**src/rtl/plic_irq_gateway.sv**
```systemverilog
// Interrupt gateway array feeding the PLIC core. Each source synchronizes its raw line,
// applies level or rising-edge semantics and holds one request until claim/complete.
module plic_irq_gateway #(
  parameter int irqmax    = 73,
  parameter int edgecnt_w = 3
) (
  input  logic              i_clk,
  input  logic              i_nrst,
  input  logic [irqmax-1:0] i_irq,
  input  logic [irqmax-1:0] i_edge_mode,
  input  logic              i_claim_valid,
  input  logic [9:0]        i_claim_id,
  input  logic              i_complete_valid,
  input  logic [9:0]        i_complete_id,
  output logic [irqmax-1:0] o_pending,
  output logic [irqmax-1:0] o_inflight
);

  typedef enum logic [1:0] {
    ST_IDLE = 2'd0,
    ST_PEND = 2'd1,
    ST_INFL = 2'd2
  } state_t;

  localparam logic [edgecnt_w-1:0] CNT_MAX = '1;

  // Source 0 is reserved: its input bits are consumed here only to keep them accounted for.
  logic w_unused_src0;
  assign w_unused_src0 = i_irq[0] ^ i_edge_mode[0];

  assign o_pending[0]  = 1'b0;
  assign o_inflight[0] = 1'b0;

  // Handshake: claim/complete are single-cycle strobes with no back-pressure; a strobe is
  // consumed on the clock edge where it is high and only by the source whose state matches.
  for (genvar gi = 1; gi < irqmax; gi++) begin : g_src
    logic                 r_s1, r_s2, r_s3, r_mode;
    logic [edgecnt_w-1:0] r_cnt, w_cnt_nxt;
    state_t               r_state, w_state_nxt;
    logic                 w_rise, w_claim, w_complete, w_mode, w_dec;

    always_ff @(posedge i_clk or negedge i_nrst) begin
      if (!i_nrst) begin
        r_s1    <= 1'b0;
        r_s2    <= 1'b0;
        r_s3    <= 1'b0;
        r_mode  <= 1'b0;
        r_cnt   <= '0;
        r_state <= ST_IDLE;
      end else begin
        r_s1    <= i_irq[gi];
        r_s2    <= r_s1;
        r_s3    <= r_s2;
        r_mode  <= w_mode;
        r_cnt   <= w_cnt_nxt;
        r_state <= w_state_nxt;
      end
    end

    always_comb begin
      w_state_nxt = r_state;
      w_cnt_nxt   = r_cnt;
      w_dec       = 1'b0;
      // Mode only tracks the input while nothing is queued, so a switch never splits a request.
      w_mode      = (r_state == ST_IDLE && r_cnt == '0) ? i_edge_mode[gi] : r_mode;
      w_rise      = r_s2 & ~r_s3;
      w_claim     = i_claim_valid && (i_claim_id == 10'(gi));
      w_complete  = i_complete_valid && (i_complete_id == 10'(gi));

      case (r_state)
        ST_IDLE: begin
          if (w_mode) begin
            if (r_cnt != '0) begin
              w_state_nxt = ST_PEND;
              w_dec       = 1'b1;
            end
          end else if (r_s2) begin
            w_state_nxt = ST_PEND;
          end
        end
        ST_PEND: if (w_claim)    w_state_nxt = ST_INFL;
        ST_INFL: if (w_complete) w_state_nxt = ST_IDLE;
        default: w_state_nxt = ST_IDLE;
      endcase

      // A rise coinciding with a hand-off cancels out; a rise at CNT_MAX is dropped.
      if (w_mode) begin
        if (w_rise && !w_dec && r_cnt != CNT_MAX) w_cnt_nxt = r_cnt + 1'b1;
        else if (!w_rise && w_dec)                w_cnt_nxt = r_cnt - 1'b1;
      end
    end

    assign o_pending[gi]  = (r_state == ST_PEND);
    assign o_inflight[gi] = (r_state == ST_INFL);
  end

endmodule

```
**config.mk**
```make
export PLATFORM = sky130hd
export DESIGN_NAME = plic_irq_gateway
export DESIGN_NICKNAME = d
export VERILOG_FILES = /design/src/rtl/plic_irq_gateway.sv
export SDC_FILE = /design/constraint.sdc
export NUM_CORES = 1
export LEC_CHECK = 0
export ABC_AREA = 1
export BUFFER_PORTS_ARGS = -buffer_cell sky130_fd_sc_hd__buf_2
export CORE_AREA = 2 2 322 197
export DETAILED_ROUTE_END_ITERATION = 12
export DIE_AREA = 0 0 324 199
export GPL_ROUTABILITY_DRIVEN = 0
export PLACE_DENSITY_LB_ADDON = 0.2
export SLEW_MARGIN = 5
export SYNTH_ARGS = -nofsm -noshare
export SYNTH_HDL_FRONTEND = slang
export SYNTH_SLANG_ARGS = --single-unit
```
**constraint.sdc**
```tcl
create_clock -name i_clk -period 4.2 [get_ports i_clk]
set_clock_uncertainty 0.15 [all_clocks]
set_input_delay 0 -clock i_clk [delete_from_list [all_inputs] [get_ports i_clk]]
set_output_delay 0 -clock i_clk [all_outputs]
set_load 0.03 [all_outputs]
```
==> flow_metrics.env <==
export IMPL_synth_seq_cells=648
export IMPL_first_global_vias=27500
export IMPL_setup_viol=0
export IMPL_rsz0062_at_grt="no"
export IMPL_path_cells="dlygate4sd3_1, buf_2, nand2_1, dlygate4sd3_1, nor2_1, dlygate4sd3_1, inv_1, o21ai_1, nand2_1, dlygate4sd3_1, o21ai_0, dlygate4sd3_1"
export IMPL_fmax_ghz=0.286
export IMPL_synthCells=4330
export IMPL_ys_async_sr_fraction_pct=100
export IMPL_grt_pass1_wl_mm=139
export IMPL_wl_per_cell_um=14.8
export IMPL_worstSetupStartpoint="i_complete_id[0]"
export IMPL_grtUsageTotal_pct=27.2
export IMPL_vias=29100
export IMPL_cts_root_buf="clkbuf_16"
export IMPL_grt_start_max_net_pins=124
export IMPL_seqPwrFrac_pct=36.7
export IMPL_insertion_delay_ps=660
export IMPL_cts_buffers=61
export IMPL_ctsResizeCount=0
export IMPL_drive_gt1_share_pct=9.35
export IMPL_ys_warn_count=0
export IMPL_first_iter_violations=2280
export IMPL_syn_to_final_growth_pct=21.4
export IMPL_path_class="primary input to flop"
export IMPL_cp_arrival_ps=3950
export IMPL_rr_startpoint="g_src[72].r_cnt[0]"
export IMPL_port_buffers=311
export IMPL_final_cell_area_um2=40700
export IMPL_maxCapViolations=0
export IMPL_crit_fanout=4
export IMPL_status="finished clean"
export IMPL_avgSynthCellArea_um2=7.74
export IMPL_gr_max_usage_layer="met2"
export IMPL_critPathMaxStageDelay_ps=700
export IMPL_start_util_pct=54.3
export IMPL_cp_buffers_inverters=7
export IMPL_period_needed_ps=3500
export IMPL_io_pins=316
export IMPL_worst_slew_pin_slew_ps=1090
export IMPL_pwr_share_clk_pct=21.2
export IMPL_synth_flop_cell="dfrtp_1"
export IMPL_slew_viol_final=0
export IMPL_comb_power_share_pct=42.0
export IMPL_hpwl_mm=61.0
export IMPL_antenna_found_initial=11
export IMPL_synth_edff_count=0
export IMPL_drc=0
export IMPL_cpMostUsedCell="dlygate4sd3_1"
export IMPL_instances_no_fill=5810
export IMPL_use_met1_pct=40.1
export IMPL_critPathTopFamily="buffers and inverters"
export IMPL_synthTopCellsByCount="1347 x nand2_1, 690 x inv_1, 648 x dfrtp_1"
export IMPL_cp_end_kind="flop"
export IMPL_overflow=0
export IMPL_powerDensity_nw_per_um2=688
export IMPL_p_sw_w=0.0121
export IMPL_ys_types=28
export IMPL_design_core_area_um2=61700
export IMPL_die_y_um=199
export IMPL_synth_top_area_share_pct=48.4
export IMPL_p_int_w=0.0159
export IMPL_use_met2_pct=40.8
export IMPL_worst_path_max_delay_cell="dlygate4sd3_1"
export IMPL_dieArea_um2=64500
export IMPL_final_setup_tns_ps=0
export IMPL_synth_area_leader_cell="dfrtp_1"
export IMPL_period_share_pct=83.3
export IMPL_dp_cells=5407
export IMPL_worstSetupStartpointType="primary input"
export IMPL_use_met3_pct=5.06
export IMPL_synthTopCellsByArea="dfrtp_1 48%, nand2_1 15%, inv_1 7.7%"
export IMPL_htree_levels=2
export IMPL_die_x_um=324
export IMPL_hp_start="i_edge_mode[49]"
export IMPL_drt_pre_antenna_iters=8
export IMPL_routed_wl_mm=85.8
export IMPL_yosysMostFrequentCell="nand2_1"
export IMPL_via_per_inst=5.01
export IMPL_crit_required_ps=4650
export IMPL_max_slew_margin_pct=27.4
export IMPL_cts_sinks=648
export IMPL_netlist_area_um2=33500
export IMPL_yosysSeqAreaShare_pct=48.4
export IMPL_ant_nets=0
export IMPL_place_area_um2=35600
export IMPL_report_power_total_w=0.0280
export IMPL_swShare_pct=43.1
export IMPL_hold_slack_ps=28.1
export IMPL_cts_tree="built"
export IMPL_fp_row_count=71
export IMPL_clk_pin_slew_worst_paths_ps=70
export IMPL_hp_class="primary input to flop"
export IMPL_hold_violations=0
export IMPL_cts_setup_buffers=0
export IMPL_nFillCells=5008
export IMPL_p_leak_nw=22.0
export IMPL_fin_nets=5158
export IMPL_cts_path_max_buffers=3
export IMPL_ir_drop_v=0.000382
==> power groups by stage <==
stage	Sequential, W	Combinational (W)	Clock (W)
final	0.0103	0.0118	0.00595
after global routing	0.0106	0.0136	0.00630
after CTS	0.0102	0.0117	0.00606
after detailed placement	0.0103	0.0113	0
after global placement	0.0103	0.0110	0
after floorplan	0.00993	0.00923	0
==> routing by layer <==
layer / share of wire [%] / wire length (um)
met5: 0.041 / 35
met2: 42 / 36100
met1: 48 / 41200
met3: 6.9 / 5880
met4: 3.0 / 2590
==> timing repair <==
item | CTS | global route
endpoints found under the setup margin | 0 | 0
hold endpoints to repair | 1108 | 0
hold buffers | 285 | 0
==> cell families after synthesis <==
| logic type | count (synthesis) | share of synthesized area (%) |
|---|---|---|
| flip-flops | 648 | 48.4 |
| adder cells (fa/ha/maj) | 72 | 4.30 |
| other | 1 | 0.0112 |
| XOR/XNOR | 72 | 1.88 |
| buffers and inverters | 785 | 9.75 |
| AO/OA/AOI/OAI | 293 | 4.58 |
| AND/OR/NAND/NOR | 2459 | 31.1 |
==> cell type report <==
cell class | instances | area (um2) | area share (%)
flip-flops and latches | 648 | 16200 | 39.9
multi-input cells | 2898 | 14000 | 34.5
repair buffers | 611 | 4590 | 11.3
inverters | 696 | 2610 | 6.42
clock buffers | 92 | 1890 | 4.63
well taps | 839 | 1050 | 2.58
clock inverters | 18 | 272 | 0.667
diodes | 8 | 20.0 | 0.0492
==> state kept, by name, indices dropped and copies added, names as in the netlist <==
register and cells:
g_src.r_s1 72, g_src.r_state 144, g_src.r_s2 72, g_src.r_s3 72, g_src.r_cnt 216, g_src.r_mode 72
==> worst paths after layout <==
check	cells past startpoint	endpoint	slack (ps)
setup / recovery	12	g_src[15].r_state[0]	700
hold / removal	4	g_src[49].r_mode	30
setup reg to reg	8	g_src[72].r_state[0]	1800
hold reg to reg	0	g_src[17].r_s2	190
max in group asynchronous	4	g_src[30].r_cnt[0]	2740
min in group asynchronous	4	g_src[68].r_state[1]	520
==> placed cells by master (no fill, tap or decap), types with 8 or more instances in the layout <==
master         instances
nor2_2                14
buf_4                 12
nand3b_1              59
dlygate4sd3_1        284
clkbuf_8              20
nand4_1              148
o21ai_2               11
clkbuf_16             63
xor2_1                26
buf_2                310
inv_1                690
a21boi_0               8
o21ai_0              139
nor2_1               460
nand3_1              406
clkbuf_1               9
diode_2                8
o21ai_1               77
fa_1                  72
nand2_1             1347
clkinv_2               9
nor3_1                16
dfrtp_1              648
a21oi_1               55
xnor2_1               46
==> tightest hold or removal path, delay by kind of cell <==
| family | cells | cell delay, ps |
|---|---|---|
| buf+inv | 2 | 630 |
| simple gates | 2 | 140 |
==> through the flow <==
step / setup WS (ps) / utilization, %
CTS: 753 / 65.9
finish: 700 / 65.9
detailed placement: 1480 / 57.7
global placement: 1560 / 57.7
global route: 519 / 65.9
floorplan: 2350 / -
Power figures use the tool's default switching activity.
